==> src/rtl/spi_serf.sv <==
// SPI serf: oversampled 16-bit command/data frames, register file with read-only ID.
// Writes commit only when SS_n rises after exactly 16 SCLK rises.
module spi_serf #(
  parameter logic [7:0] WHO_AM_I_VAL  = 8'h6A,
  parameter logic [6:0] WHO_AM_I_ADDR = 7'h0F,
  parameter int         NUM_REGS      = 15
) (
  input  logic        clk,
  input  logic        rst_n,
  input  logic        SS_n,
  input  logic        SCLK,
  input  logic        MOSI,
  output logic        MISO,
  output logic        done,
  output logic [15:0] rx_frame,
  output logic        wr_strb,
  output logic [6:0]  wr_addr,
  output logic [7:0]  wr_data
);

  localparam logic [2:0] IDLE = 3'd0;
  localparam logic [2:0] CMD  = 3'd1;
  localparam logic [2:0] DATA = 3'd2;
  localparam logic [2:0] FULL = 3'd3;
  localparam logic [2:0] OVER = 3'd4;
  localparam logic [6:0] NUM_REGS_W = 7'(NUM_REGS);

  logic [2:0]  ss_sync_r, sclk_sync_r;
  logic [1:0]  mosi_sync_r;
  logic [2:0]  state_r, state_nxt_s;
  logic [4:0]  cnt_r, cnt_nxt_s;
  logic [15:0] rx_r, rx_nxt_s, frame_r, frame_nxt_s;
  logic [7:0]  tx_r, tx_nxt_s, rd_val_s, wr_data_r, wr_data_nxt_s;
  logic        rnw_r, rnw_nxt_s;
  logic [6:0]  addr_r, addr_nxt_s, wr_addr_r, wr_addr_nxt_s;
  logic        done_r, done_nxt_s, wr_strb_r, wr_strb_nxt_s, we_s;
  logic        miso_r, miso_nxt_s;
  logic [7:0]  cmd_s;
  logic [7:0]  regs_r [NUM_REGS];
  logic        ss_fall_s, ss_rise_s, sclk_rise_s, sclk_fall_s, mosi_s;

  assign ss_fall_s   = !ss_sync_r[1] &&  ss_sync_r[2];
  assign ss_rise_s   =  ss_sync_r[1] && !ss_sync_r[2];
  assign sclk_rise_s =  sclk_sync_r[1] && !sclk_sync_r[2];
  assign sclk_fall_s = !sclk_sync_r[1] &&  sclk_sync_r[2];
  assign mosi_s      = mosi_sync_r[1];
  assign cmd_s       = {rx_r[6:0], mosi_s};

  // Read data for the command byte completing on this rise.
  always_comb begin
    rd_val_s = 8'h00;
    if (cmd_s[7] && cmd_s[6:0] == WHO_AM_I_ADDR) begin
      rd_val_s = WHO_AM_I_VAL;
    end else if (cmd_s[7] && cmd_s[6:0] < NUM_REGS_W) begin
      for (int i = 0; i < NUM_REGS; i++) begin
        if (cmd_s[6:0] == 7'(i)) rd_val_s = regs_r[i];
      end
    end else begin
      rd_val_s = 8'h00;
    end
  end

  // Frame FSM next-state; ss_rise takes priority over any SCLK edge.
  always_comb begin
    state_nxt_s   = state_r;
    cnt_nxt_s     = cnt_r;
    rx_nxt_s      = rx_r;
    tx_nxt_s      = tx_r;
    rnw_nxt_s     = rnw_r;
    addr_nxt_s    = addr_r;
    frame_nxt_s   = frame_r;
    done_nxt_s    = 1'b0;
    wr_strb_nxt_s = 1'b0;
    wr_addr_nxt_s = wr_addr_r;
    wr_data_nxt_s = wr_data_r;
    we_s          = 1'b0;
    if (state_r != IDLE && ss_rise_s) begin
      state_nxt_s = IDLE;
      if (state_r == FULL) begin
        done_nxt_s  = 1'b1;
        frame_nxt_s = rx_r;
        if (!rnw_r && addr_r < NUM_REGS_W) begin
          wr_strb_nxt_s = 1'b1;
          wr_addr_nxt_s = addr_r;
          wr_data_nxt_s = rx_r[7:0];
          we_s          = 1'b1;
        end else begin
          wr_strb_nxt_s = 1'b0;
        end
      end else begin
        done_nxt_s = 1'b0;
      end
    end else begin
      case (state_r)
        IDLE: begin
          if (ss_fall_s) begin
            cnt_nxt_s   = 5'd0;
            tx_nxt_s    = 8'h00;
            state_nxt_s = CMD;
          end else begin
            state_nxt_s = IDLE;
          end
        end
        CMD: begin
          if (sclk_rise_s) begin
            rx_nxt_s  = {rx_r[14:0], mosi_s};
            cnt_nxt_s = cnt_r + 5'd1;
            if (cnt_r == 5'd7) begin
              rnw_nxt_s   = cmd_s[7];
              addr_nxt_s  = cmd_s[6:0];
              tx_nxt_s    = rd_val_s;
              state_nxt_s = DATA;
            end else begin
              state_nxt_s = CMD;
            end
          end else begin
            state_nxt_s = CMD;
          end
        end
        DATA: begin
          if (sclk_rise_s) begin
            rx_nxt_s    = {rx_r[14:0], mosi_s};
            cnt_nxt_s   = cnt_r + 5'd1;
            state_nxt_s = (cnt_r == 5'd15) ? FULL : DATA;
          end else if (sclk_fall_s && cnt_r >= 5'd9) begin
            tx_nxt_s = {tx_r[6:0], 1'b0};
          end else begin
            state_nxt_s = DATA;
          end
        end
        FULL: begin
          if (sclk_rise_s) begin
            state_nxt_s = OVER;
          end else if (sclk_fall_s) begin
            tx_nxt_s = {tx_r[6:0], 1'b0};
          end else begin
            state_nxt_s = FULL;
          end
        end
        OVER:    state_nxt_s = OVER;
        default: state_nxt_s = IDLE;
      endcase
    end
    miso_nxt_s = (state_nxt_s == DATA || state_nxt_s == FULL) ? tx_nxt_s[7] : 1'b0;
  end

  // Synchronizers, FSM state and registered outputs.
  always_ff @(posedge clk or negedge rst_n) begin
    if (!rst_n) begin
      ss_sync_r   <= 3'b111;
      sclk_sync_r <= 3'b111;
      mosi_sync_r <= 2'b00;
      state_r     <= IDLE;
      cnt_r       <= 5'd0;
      rx_r        <= 16'h0000;
      tx_r        <= 8'h00;
      rnw_r       <= 1'b0;
      addr_r      <= 7'h00;
      frame_r     <= 16'h0000;
      done_r      <= 1'b0;
      wr_strb_r   <= 1'b0;
      wr_addr_r   <= 7'h00;
      wr_data_r   <= 8'h00;
      miso_r      <= 1'b0;
    end else begin
      ss_sync_r   <= {ss_sync_r[1:0], SS_n};
      sclk_sync_r <= {sclk_sync_r[1:0], SCLK};
      mosi_sync_r <= {mosi_sync_r[0], MOSI};
      state_r     <= state_nxt_s;
      cnt_r       <= cnt_nxt_s;
      rx_r        <= rx_nxt_s;
      tx_r        <= tx_nxt_s;
      rnw_r       <= rnw_nxt_s;
      addr_r      <= addr_nxt_s;
      frame_r     <= frame_nxt_s;
      done_r      <= done_nxt_s;
      wr_strb_r   <= wr_strb_nxt_s;
      wr_addr_r   <= wr_addr_nxt_s;
      wr_data_r   <= wr_data_nxt_s;
      miso_r      <= miso_nxt_s;
    end
  end

  // Writable register file.
  always_ff @(posedge clk or negedge rst_n) begin
    if (!rst_n) begin
      for (int i = 0; i < NUM_REGS; i++) regs_r[i] <= 8'h00;
    end else begin
      for (int i = 0; i < NUM_REGS; i++) begin
        if (we_s && wr_addr_nxt_s == 7'(i)) regs_r[i] <= wr_data_nxt_s;
      end
    end
  end

  assign MISO     = miso_r;
  assign done     = done_r;
  assign rx_frame = frame_r;
  assign wr_strb  = wr_strb_r;
  assign wr_addr  = wr_addr_r;
  assign wr_data  = wr_data_r;

endmodule

==> config.mk <==
export PLATFORM = sky130hd
export DESIGN_NAME = spi_serf
export DESIGN_NICKNAME = d
export VERILOG_FILES = /design/src/rtl/spi_serf.sv
export SDC_FILE = /design/constraint.sdc
export NUM_CORES = 1
export LEC_CHECK = 0
export ABC_AREA = 1
export CAP_MARGIN = 30
export CORE_ASPECT_RATIO = 0.6
export CORE_UTILIZATION = 25
export DETAILED_ROUTE_END_ITERATION = 8
export PLACE_DENSITY_LB_ADDON = 0.1
export SYNTH_ARGS = -nofsm -noshare
export SYNTH_HDL_FRONTEND = slang
export SYNTH_SLANG_ARGS = --single-unit
==> constraint.sdc <==
create_clock -name clk -period 5.5 [get_ports clk]
set_input_delay 1.65 -clock clk [delete_from_list [all_inputs] [get_ports clk]]
set_output_delay 1.65 -clock clk [all_outputs]
set_load 0.01 [all_outputs]
Word-level counts from Yosys, hierarchy flattened
Index checks and enable logic that the tools add are counted.
{"block": "op_classes", "n_addsub": 1, "n_eq_ne": 45, "order_cmp": 3, "muxes": 51, "bitwise_logic": 1, "n_reduce_logical": 42}
{"cell": "$mux W8", "n": 28}
{"cell": "$eq A7 B4 Y1 const B", "n": 15}
{"cell": "$eq A7 B3 Y1 const B", "n": 8}
{"cell": "$pmux W8 S4", "n": 1}
{"cell": "$eq A7 B2 Y1 const B", "n": 4}
{"cell": "$logic_and A1 B1 Y1", "n": 24}
{"cell": "$mux W7", "n": 3}
{"cell": "$mux W3", "n": 6}
{"cell": "$pmux W3 S5", "n": 1}
{"cell": "$eq A7 B1 Y1 const B", "n": 2}
{"cell": "$logic_not A7 Y1", "n": 2}
{"cell": "$lt A7 B4 Y1 const B", "n": 2}
{"cell": "$ne A2 B2 Y1 const B", "n": 7}
{"cell": "$eq A3 B2 Y1 const B", "n": 4}
{"cell": "$mux W5", "n": 2}
{"cell": "$pmux W5 S2", "n": 1}
{"cell": "$reduce_and A9 Y1", "n": 1}
{"cell": "$mux W1", "n": 8}
{"cell": "$reduce_and A4 Y1", "n": 2}
{"cell": "$add A5 B1 Y5 const B", "n": 1}
{"cell": "$eq A5 B3 Y1 const B", "n": 1}
{"cell": "$eq A5 B4 Y1 const B", "n": 1}
{"cell": "$ge A5 B4 Y1 const B", "n": 1}
{"cell": "$logic_not A1 Y1", "n": 5}
{"cell": "13 further kinds", "n": 13}
{"block": "totals", "regBits": 202, "inputBits": 5, "wordCells": 174}

Logic depth before layout (Yosys ltp)
Gate-level depths: netlist (run 1).
{"block": "depth", "word_depth": 23, "depth_mapped": 16}

Worst setup path after synthesis (run 1)
No wires, ideal clock.
{"block": "synth_timing", "path_kind": "reg-to-reg", "start": "register ss_sync_r[1]", "end": "register regs_r[30] (netlist name)", "path_buffers": 2, "slack_ps": 3351, "arrival_ps": 2028, "setup_time_ps": 121, "required_ps": 5379, "period_less_slack_ps": 2149, "stages_incl_launch_ff": 15, "cell_sequence": "dfstp_2 > inv_1 > nor2_1 > nand2_2 > nor2_4 > inv_2 > nor2_8 > inv_2 > buf_6 > o21a_4 > nor2_8 > nand3_4 > buf_4 > nand2_1 > o21ai_2"}
{"block": "synth_between", "elab_chain_cells": 5, "elab_cells_between_ends": 7, "cone_classes": "eq/ne (1); mux (3); reduce/logical (3)"}
{"item": "start: declaration", "line_no": "28", "text": "logic [2:0] ss_sync_r, sclk_sync_r;"}
{"item": "start signal: assignment", "line_no": "166", "text": "ss_sync_r <= {ss_sync_r[1:0], SS_n};"}
{"item": "$logic_and A1 B1 Y1", "line_no": "43", "text": "assign ss_rise_s = ss_sync_r[1] && !ss_sync_r[2];"}
{"item": "$logic_and A1 B1 Y1", "line_no": "77", "text": "if (state_r != IDLE && ss_rise_s) begin"}
{"item": "$mux W7", "line_no": "77"}
{"item": "via wr_addr_nxt_s[2]", "line_no": "35", "text": "logic [6:0] addr_r, addr_nxt_s, wr_addr_r, wr_addr_nxt_s;"}
{"item": "$eq A7 B4 Y1", "line_no": "190", "text": "if (we_s && wr_addr_nxt_s == 7'(i)) regs_r[i] <= wr_data_nxt_s;"}
{"item": "$logic_and A1 B1 Y1", "line_no": "190"}
{"item": "end signal: indexed assignment", "line_no": "190"}
{"item": "end: declaration", "line_no": "39", "text": "logic [7:0] regs_r [NUM_REGS];"}
The timed path passes the listed nets, and every way through them passes these cells.
A chain may end at the register's enable or synchronous reset.

Final worst setup path (run 1)
{"block": "layout_timing", "start": "register wr_addr_r[3], in the netlist wr_addr[3]", "end": "output wr_addr[3]"}
{"item": "start: declaration", "line_no": "35"}
{"item": "start signal: assignment", "line_no": "178", "text": "wr_addr_r <= wr_addr_nxt_s;"}
{"item": "end: declaration", "line_no": "17", "text": "output logic [6:0] wr_addr,"}
No word-level cell between the ends.

==> results by group, run 1 <==
Synthesis
  – Synthesized Nets: 1045
  – Flop and latch count out of synthesis: 202
  – Synth Cell Area: 0.00892 sq mm
  – Ys flop type: dfrtp_1
  – Yosys cell types: 37
  – EDFF count, synth: 0
  – Number of synthesis warnings: 0
  – Gate Count Post-Synth: 1037
  – Register area share after synthesis: 56.8%
  – Async S/R FF share, synth: 100%
  – Mean Syn Cell Area: 8.60 sq um

Route
  – Initial drt markers: 458
  – Drt first pass iters: 5
  – Wire length per cell: 16.5 um
  – Vias: 6900
  – Vias per cell: 4.43
  – Drt drc: 0
  – Routed wire length: 25.7 mm
  – Antenna Nets Post-Route: 0

Critical path
  – Critical Path Sink: wr_addr[3]
  – Critical path buffers and inverters: 1
  – Startpoint Class: register
  – Worst reg2reg path depth: 11
  – CP required: 3.85 ns
  – CP max FO: 2
  – RR Startpoint: ss_sync_r[1]$_DFF_PN1_
  – Delay-heaviest family, CP: buffers and inverters
  – Slowest CP cell: clkdlybuf4s50_1
  – Slowest stage delay, CP: 0.57 ns
  – Arrival time worst endpoint: 1.50 ns
  – Worst reg2reg path endpoint: regs_r[16]$_DFFE_PN0P_
  – WS Path Type: register to output port
  – CP startpoint: wr_addr[3]$_DFF_PN0_
  – Crit. End Element: output port
  – Ordered cell list for the critical path: clkdlybuf4s50_1
  – Flop2flop setup slack: 2.53 ns
  – Crit. path cell count: 1

Die
  – I/O pin cnt: 39
  – Initial Utilization: 25.4%
  – Die Span Y: 148 um
  – Row Count: 53
  – Core area: 0.0351 sq mm
  – Die width: 246 um
  – Die area: 0.0365 sq mm

STA
  – WHS: 0.352 ns
  – Final period util: 57.2%
  – Final clock skew: 0.0113 ns
  – Worst Slack Setup Final: 2.35 ns
  – Final Slew Violations: 0
  – Relative slew slack: 40.4%
  – Worst-Margin Slew: 0.888 ns
  – Final Hold Fails: 0
  – Tmin final: 3.15 ns
  – Setup TNS: 0 ns
  – Fmax: 0.318 GHz
  – Final setup violation count: 0
  – RSZ-0062 raised after global routing: no

Finish
  – Fin util: 30.1%
  – Number of diodes: 0
  – Area of the multi-input gates: 0.00328 sq mm
  – Layout cell share with drive strength beyond 1: 9.27%
  – # nets final: 1082
  – # fillers: 3705
  – Register Area: 0.00506 sq mm
  – Area Growth Syn to Fin: 18.4%

Placement
  – Pre-CTS worst setup slack: 2.48 ns
  – Routability Congestion: 0.744
  – Port Buffers: 38
  – Post-detail-place hpwl: 18.2 mm

Global routing
  – GRT Total Usage: 14.8%
  – Pin count of the biggest net entering global routing: 97
  – Initial antenna violation count: 0
  – Number of global-route vias before repair: 6778
  – First-pass GRT wire length: 41.3 mm
  – Total grt overflow: 0

CTS
  – Clock Path Buffers: 3
  – Hold bufs inserted after CTS: 0
  – Post-CTS sizing: 0
  – Total setup buffers inserted after CTS: 0
  – Clk pin slew, worst setup/hold paths: 0.06 ns
  – Clock Sinks: 202
  – H-tree levels: 1
  – CTS tree: yes
  – Clock root cell: clkbuf_16
  – Clock latency on the worst-skew pair: 0.52 ns
  – TritonCTS Buffers: 22

Pwr
  – Leakage: 4.56 nW
  – PD cells: 371 mW/mm^2
  – Design Power: 3.91 mW
  – Peak VDD IR: 0.167 mV

Job
  – Maxcap violations: 0

Outcome
  – Status: finished clean

Min path
  – HP Class: register to register
[cell type report]
class                   instances  area share (%)
multi-input cells             696            31.0
clock buffers                  36            6.58
inverters                     105            3.73
well taps                     467            5.54
flip-flops and latches        202            48.0
clock inverters                 4           0.687
repair buffers                 47            4.48
[cell families (layout without fill, tap and decap cells)]
logic type                 after synthesis  in the layout  share of synthesized area, %
and+or+nand+nor                        472            472                          23.0
AOI/OAI and AO/OA                      221            221                          13.3
adders and majority gates                3              3                         0.421
DFF                                    202            202                          56.8
buffers and inverters                  139            192                          6.50
[metal layers]
metal	track usage, %	part of all wire (%)	up-vias
met4	2.05	1.2	0
met5	0	0	-
met2	19.0	37	106
li1	-	-	3430
met3	2.45	3.4	24
met1	25.1	59	3340
[flip-flops by register name (all words and copies together), names as in the netlist, 5 cells and up]
name,cells
addr_r,7
rx_r,16
cnt_r,5
wr_addr,7
rx_frame,16
wr_data,8
regs_r,120
tx_r,8
[layout by cell type (no fill, tap or decap), drive strengths merged, types with 11 or more instances in the layout]
master and instances:
nand3 34, nor3 11, clkdlybuf4s50 37, dfrtp 196
inv 105, nor2 80, clkbuf 36, a21oi 26
nand2 312, o21ai 187, nand4 24
[where the power goes]
part,switching (mW),total (mW),internal (mW)
clock network,0.622,1.58,0.955
registers,0.0734,1.66,1.59
logic,0.496,0.675,0.178
total,1.19,3.91,2.72
[how the worst min path moves through the flow]
stage,cells past startpoint,end,start
after floorplan,0,mosi_sync_r[1]$_DFF_PN0_,mosi_sync_r[0]$_DFF_PN0_
after global placement,0,mosi_sync_r[1]$_DFF_PN0_,mosi_sync_r[0]$_DFF_PN0_
after detailed placement,0,mosi_sync_r[1]$_DFF_PN0_,mosi_sync_r[0]$_DFF_PN0_
after CTS,0,mosi_sync_r[1]$_DFF_PN0_,mosi_sync_r[0]$_DFF_PN0_
after global routing,0,sclk_sync_r[1]$_DFF_PN1_,sclk_sync_r[0]$_DFF_PN1_
final,0,mosi_sync_r[1]$_DFF_PN0_,mosi_sync_r[0]$_DFF_PN0_
[through the flow]
stage,cells,cell area [sq um]
after floorplan,1037,8920
after global placement,1516,9760
after detailed placement,1517,9790
after CTS,1557,10600
after global routing,1557,10600
final,1557,10600
[cell usage after synthesis, types with 3 or more instances]
master,count,share of area (%)
a21oi_1,26,1.5
buf_2,7,0.39
buf_4,7,0.59
clkbuf_1,11,0.46
clkbuf_2,6,0.34
dfrtp_1,196,55
dfstp_2,6,1.8
ha_1,3,0.42
inv_1,101,4.3
inv_2,4,0.17
nand2_1,299,13
nand2_2,12,0.84
nand3_1,29,1.6
nand3_2,4,0.45
nand4_1,24,1.7
nor2_1,72,3.0
nor2_2,3,0.21
nor2_4,3,0.38
nor3_1,11,0.62
o21ai_0,103,5.8
o21ai_1,73,4.1
o21ai_2,10,0.98
o22ai_1,3,0.21
or2_2,8,0.56
Note: power is estimated with default switching activity, not from simulation.
==> run 2: changes to the inputs <==
==> constraint.sdc (replaced) <==
create_clock -name clk -period 2.5 [get_ports clk]
set_input_delay 0.75 -clock clk [delete_from_list [all_inputs] [get_ports clk]]
set_output_delay 0.75 -clock clk [all_outputs]
set_load 0.01 [all_outputs]
==> run 2 against run 1 <==
Net effect:
- combinational power grew to 2.6 times the previous value
- die area is the same
- sequential share of layout area shrank 2.5 points
- clock-buffer cell count fell by 4
- first-iteration DRC count is 24% higher
- cell count up 3.8%
- via count increased by 1.8%
- worst setup slack got worse by 2.2 ns
- global-route usage rose by 0.37 points
- routed wire length increased by 3.7%
- highest routed layer unchanged
- sequential power up 120%
==> results by group, run 2 (synthesis results as in run 1) <==
Critical path
  – Arrival time worst endpoint: 2.75 ns (+1.25 ns)
  – Startpoint Class: register
  – CP required: 2.93 ns (-0.92 ns)
  – CP max FO: 4 (+2)
  – WS Path Type: register to register
  – Crit. End Element: register

Finish
  – Commonest non-fill, non-tap cells in the layout: nand2_1, dfrtp_1, o21ai_0, inv_1, o21ai_1
  – Commonest non-fill, non-tap cell in the layout: nand2_1
  – Final instance area: 0.0111 sq mm (+5.5%)
  – Largest Register: regs_r
  – Number of diodes: 0 (unchanged)
  – # nets final: 1143 (+5.6%)
  – Max FFs per register: 120 (unchanged)
  – # fillers: 3787 (+2.2%)
  – Layout cell share with drive strength beyond 1: 15.8% (+6.6 points)
  – Area Growth Syn to Fin: 24.8%
  – Layout Cells excl Fill: 1616 (+3.8%)

Global routing
  – GRT Total Usage: 15.2% (+0.37 points)
  – First-pass GRT wire length: 42.0 mm (+1.7%)
  – Total grt overflow: 0 (unchanged)
  – Number of global-route vias before repair: 6821 (+0.63%)
  – Initial antenna violation count: 0 (unchanged)
  – Pin count of the biggest net entering global routing: 52 (-46%)

Die
  – Die Span Y: 148 um (unchanged)
  – I/O pin cnt: 39 (unchanged)
  – Row Count: 53 (unchanged)
  – Die width: 246 um (unchanged)
  – Core area: 0.0351 sq mm (unchanged)
  – Initial Utilization: 25.4% (unchanged)
  – Die area: 0.0365 sq mm (unchanged)

Pwr
  – Leakage: 4.89 nW (+7.1%)
  – Peak VDD IR: 0.477 mV (+190%)
  – PD cells: 774 mW/mm^2 (+110%)

CTS
  – Clock Path Buffers: 3 (unchanged)
  – Clock Sinks: 202 (unchanged)
  – H-tree levels: 1 (unchanged)
  – Clock root cell: clkbuf_16
  – CTS tree: yes
  – Clock latency on the worst-skew pair: 0.51 ns (about the same)
  – TritonCTS Buffers: 21 (-4.5%)
  – Clk pin slew, worst setup/hold paths: 0.06 ns (about the same)

STA
  – Worst Slack Setup Final: 0.183 ns (-2.17 ns)
  – Setup TNS: 0 ns (unchanged)
  – Final clock skew: 0.00828 ns (-0.00307 ns)
  – Relative slew slack: 64.1% (+24 points)
  – Final period util: 92.7%
  – Final setup violation count: 0 (unchanged)
  – Tmin final: 2.32 ns
  – Final Hold Fails: 0 (unchanged)
  – Fmax: 0.432 GHz
  – Worst-Margin Slew: 0.537 ns (-0.351 ns)
  – Final Slew Violations: 0 (unchanged)
  – RSZ-0062 raised after global routing: yes
  – WHS: 0.160 ns (-0.192 ns)

Min path
  – HP Class: primary input to async pin

Placement
  – Area after DPL: 0.0103 sq mm (+4.9%)
  – Post-detail-place hpwl: 18.9 mm (+4.0%)
  – Placed cell count: 1570 (+3.5%)
  – Port Buffers: 38 (unchanged)
  – Pre-CTS worst setup slack: -0.0194 ns (-2.50 ns)
  – Routability Congestion: 0.762 (+2.5%)

Route
  – Routed wire length: 26.6 mm (+3.7%)
  – Vias: 7025 (+1.8%)
  – Wire length per cell: 16.5 um (about the same)
  – Drt first pass iters: 5 (unchanged)
  – Drt drc: 0 (unchanged)
  – Initial drt markers: 570 (+24%)
  – Vias per cell: 4.35 (-1.9%)
  – Antenna Nets Post-Route: 0 (unchanged)

Job
  – Maxcap violations: 0 (unchanged)

Outcome
  – Status: finished clean
run 2: changes by cell type in the layout (fill, tap and decap cells not counted), moves of 3 or more:
cell and change:
inv_1 -5, inv_2 +4, nor2_2 +7, clkbuf_8 -3
nand2_1 -3, buf_12 +9, nand3_4 +3, buf_4 +53
nor2_1 -9
run 2: worst paths after layout:
| kind | endpoint | slack (ns) | startpoint | depth (start not counted) |
|---|---|---|---|---|
| worst max-delay path | tx_r[2]$_DFFE_PN0P_ | 0.18 | rx_r[0]$_DFFE_PN0P_ | 13 |
| worst min-delay path | regs_r[118]$_DFFE_PN0P_ | 0.16 | rst_n | 1 |
| worst max register to register | tx_r[2]$_DFFE_PN0P_ | 0.18 | rx_r[0]$_DFFE_PN0P_ | 13 |
| worst min register to register | sclk_sync_r[1]$_DFF_PN1_ | 0.36 | sclk_sync_r[0]$_DFF_PN1_ | 0 |
| max in group asynchronous | sclk_sync_r[1]$_DFF_PN1_ | 1.68 | rst_n | 2 |
| min in group clk | sclk_sync_r[1]$_DFF_PN1_ | 0.36 | sclk_sync_r[0]$_DFF_PN1_ | 0 |
run 2: layer usage:
layer	vias to the layer above	track usage (%)	share of wire (%)
met4	0	2.55	1.5
li1	3552	-	-
met5	-	0	0
met1	3355	26.4	59
met3	21	2.40	3.7
met2	97	18.6	35
run 2: layout make-up:
cell class                      count  area (sq um)  share of cell area, %
Sequential cell                   202          5060                   45.5
Multi-Input combinational cell    696          3380                   30.3
Timing Repair Buffer              109          1030                   9.24
Clock buffer                       32           607                   5.45
Tap cell                          467           584                   5.25
Inverter                          105           398                   3.57
Clock inverter                      5          75.1                  0.674
run 2: per-stage QoR:
stage | total power, mW | util, %
2_1_floorplan | 4.56 | -
3_3_place_gp | 5.41 | 29.3
3_5_place_dp | 5.40 | 29.3
4_1_cts | 8.68 | 31.2
5_1_grt | 9.10 | 31.7
6_report | 8.62 | 31.7
run 2: where the power goes:
group | total, mW | internal (mW) | switching, mW
logic | 1.76 | 0.610 | 1.15
registers | 3.65 | 3.50 | 0.152
clock network | 3.22 | 1.88 | 1.34
run 2: critical path, cell delays in order (launching register included):
cell and delay, ns:
dfrtp_1 0.41, inv_1 0.14, nand2_1 0.12, nor3_1 0.47
nand2_1 0.10, nand3_1 0.12, a21oi_1 0.09, nand4_1 0.17
o21ai_0 0.19, nand4_1 0.12, nand2_1 0.07, nand3_1 0.07
nand2_1 0.06, a21oi_1 0.12
run 2: repair_timing:
item / in CTS / in global routing
pin swaps: 0 / 5
gates resized for setup: 1 / 29
buffers inserted: 0 / 9
hold buffers: 0 / 0
setup endpoints to repair: 1 / 73
==> run 3: changes to the inputs <==
--- a/config.mk
+++ b/config.mk
@@ -8,6 +8,7 @@
 export ABC_AREA = 1
 export CAP_MARGIN = 30
 export CORE_ASPECT_RATIO = 0.6
+export CORE_MARGIN = 2
 export CORE_UTILIZATION = 25
 export DETAILED_ROUTE_END_ITERATION = 8
 export PLACE_DENSITY_LB_ADDON = 0.1
==> run 3 against run 2 <==
Net effect:
- non-clock buffer count decreased by 9
- clock skew increased by 0.013 ns
- combinational power about the same
- sequential cell count unchanged
- critical endpoint is now tx_r[4]$_DFFE_PN0P_
- largest cell class unchanged
- largest power group unchanged
==> results by group, run 3 (synthesis results as in run 1) <==
Outcome
  – Status: finished clean

CTS
  – Clock latency on the worst-skew pair: 0.53 ns (+0.02 ns)
  – Clock Path Buffers: 3 (unchanged)
  – Clk pin slew, worst setup/hold paths: 0.06 ns (about the same)
  – H-tree levels: 1 (unchanged)
  – TritonCTS Buffers: 22 (+4.8%)
  – Clock Sinks: 202 (unchanged)
  – Hold bufs inserted after CTS: 0 (unchanged)
  – Clock root cell: clkbuf_16
  – CTS tree: yes

Die
  – Die Span Y: 150 um (+1.3%)
  – Die area: 0.0372 sq mm (+2.2%)
  – Core area: 0.0351 sq mm (unchanged)
  – Initial Utilization: 25.4% (unchanged)
  – Die width: 248 um (+0.81%)
  – I/O pin cnt: 39 (unchanged)
  – Row Count: 53 (unchanged)

Pwr
  – Reg power frac: 41.1% (-1.2 points)
  – Pint: 6.19 mW (+3.5%)
  – Net Switching: 2.71 mW (+2.6%)
  – Comb pwr share: 19.5% (-0.9 points)
  – Leakage: 4.86 nW (-0.66%)
  – Clock share of power: 39.4% (+2.1 points)
  – Switching Share: 30.4% (-0.17 points)
  – PD cells: 806 mW/mm^2 (+4.1%)
  – Peak VDD IR: 0.453 mV (-5.0%)

STA
  – Final setup violation count: 0 (unchanged)
  – Relative slew slack: 58.7% (-5.4 points)
  – Fmax: 0.417 GHz (-3.4%)
  – RSZ-0062 raised after global routing: yes
  – Final Hold Fails: 0 (unchanged)
  – Final clock skew: 0.0216 ns (+0.0133 ns)
  – Final period util: 95.9% (+3.3 points)
  – Worst Slack Setup Final: 0.102 ns (-0.0813 ns)
  – Tmin final: 2.40 ns (+0.0813 ns)
  – Worst-Margin Slew: 0.618 ns (+0.0816 ns)
  – Final Slew Violations: 0 (unchanged)

Placement
  – Area after DPL: 0.0102 sq mm (-1.0%)
  – Pre-CTS worst setup slack: -0.136 ns (-0.117 ns)
  – Routability Congestion: 0.807 (+5.9%)
  – Port Buffers: 38 (unchanged)
  – Post-detail-place hpwl: 18.9 mm (-0.13%)

Critical path
  – CP max FO: 8 (+4)
  – Startpoint Class: register
  – Critical Path Sink: tx_r[4]$_DFFE_PN0P_
  – Arrival time worst endpoint: 2.84 ns (+0.09 ns)
  – Crit. End Element: register
  – RR Startpoint: rx_r[2]$_DFFE_PN0P_
  – Worst reg2reg path depth: 14 (+1)
  – WS Path Type: register to register
  – Worst reg2reg path endpoint: tx_r[4]$_DFFE_PN0P_
  – CP required: 2.94 ns (about the same)
  – CP startpoint: rx_r[2]$_DFFE_PN0P_
  – Flop2flop setup slack: 0.10 ns (-0.08 ns)

Global routing
  – GRT Total Usage: 14.9% (-0.29 points)
  – Initial antenna violation count: 0 (unchanged)
  – Number of global-route vias before repair: 6718 (-1.5%)
  – Pin count of the biggest net entering global routing: 53 (+1.9%)
  – Total grt overflow: 0 (unchanged)
  – First-pass GRT wire length: 42.1 mm (about the same)

Route
  – Vias: 7053 (+0.40%)
  – Drt first pass iters: 5 (unchanged)
  – Drt drc: 0 (unchanged)
  – Antenna Nets Post-Route: 0 (unchanged)
  – Vias per cell: 4.38 (+0.84%)
  – Wire length per cell: 16.5 um (+0.39%)
  – Routed wire length: 26.6 mm (about the same)
  – Initial drt markers: 457 (-20%)

Finish
  – Final instance area: 0.0110 sq mm (-0.87%)
  – # nets final: 1135 (-0.70%)
  – Area Growth Syn to Fin: 23.8%
  – Largest Register: regs_r
  – Commonest non-fill, non-tap cells in the layout: nand2_1, dfrtp_1, o21ai_0, inv_1, o21ai_1
  – Max FFs per register: 120 (unchanged)
  – Commonest non-fill, non-tap cell in the layout: nand2_1
  – Layout cell share with drive strength beyond 1: 15.2% (-0.68 points)

Job
  – Maxcap violations: 0 (unchanged)

Min path
  – HP Class: primary input to async pin
==> run 3: area by class of cell <==
cell class	count	area, sq um
clock inverter	7	110
clock buffer	31	646
inverter	105	400
fill	3742	24000
tap	467	584
antenna	1	2.50
sequential	202	5060
multi-input combinational	696	3340
timing repair buffer	100	890
==> run 3: worst max-delay path, cell delays in order (launching register included) <==
cell and delay (ns):
dfrtp_1 0.40, inv_1 0.08, buf_4 0.18, nand4_1 0.27
nor2_1 0.38, nand2_1 0.14, nand4_1 0.19, o21ai_0 0.17
nand3_1 0.12, nor2_1 0.05, nand2_1 0.05, nand2_1 0.06
nand2_1 0.06, nand2_1 0.06, a21oi_1 0.11
==> run 3: how the worst min path moves through the flow <==
stage	start	end	slack [ns]	cells after the start
2_1_floorplan	mosi_sync_r[0]$_DFF_PN0_	mosi_sync_r[1]$_DFF_PN0_	0.33	0
3_3_place_gp	ss_sync_r[0]$_DFF_PN1_	ss_sync_r[1]$_DFF_PN1_	0.35	0
3_5_place_dp	ss_sync_r[0]$_DFF_PN1_	ss_sync_r[1]$_DFF_PN1_	0.35	0
4_1_cts	rst_n	regs_r[116]$_DFFE_PN0P_	0.16	1
5_1_grt	rst_n	regs_r[106]$_DFFE_PN0P_	0.18	1
6_report	rst_n	regs_r[112]$_DFFE_PN0P_	0.16	1
==> run 3: power by group through the flow <==
stage          logic [mW]  clock network [mW]  registers, mW
5_1_grt              1.96                3.76           3.69
3_3_place_gp         1.69                   0           3.72
2_1_floorplan       0.887                   0           3.68
3_5_place_dp         1.68                   0           3.71
6_report             1.74                3.50           3.66
4_1_cts              1.69                3.62           3.65
==> run 3: what timing repair did <==
action                                  in CTS  in global routing
setup buffers                                0                  6
pin swaps                                    0                  1
endpoints found under the setup margin       1                100
hold endpoints to repair                     0                  0
gates resized for setup                      2                 22
==> run 3: metrics by stage <==
stage / hold slack, ns / cells / setup TNS, ns / power (mW) / utilization (%)
CTS: 0.156 / 1602 / 0 / 8.97 / 31.1
floorplan: 0.331 / 1037 / 0 / 4.56 / -
global route: 0.176 / 1608 / -0.127 / 9.41 / 31.5
detailed placement: 0.347 / 1564 / -0.136 / 5.39 / 29.0
finish: 0.157 / 1609 / 0 / 8.90 / 31.5
global placement: 0.346 / 1564 / -0.157 / 5.41 / 29.0
==> run 3: routing by layer <==
| metal | wire, um | GRT usage, % | vias up | part of all wire, % |
|---|---|---|---|---|
| met1 | 16000 | 26.2 | 3382 | 60 |
| met2 | 9310 | 17.9 | 102 | 35 |
| met5 | 0 | 0 | - | 0 |
| met4 | 367 | 2.25 | 0 | 1.4 |
| li1 | - | - | 3543 | - |
| met3 | 986 | 2.44 | 26 | 3.7 |
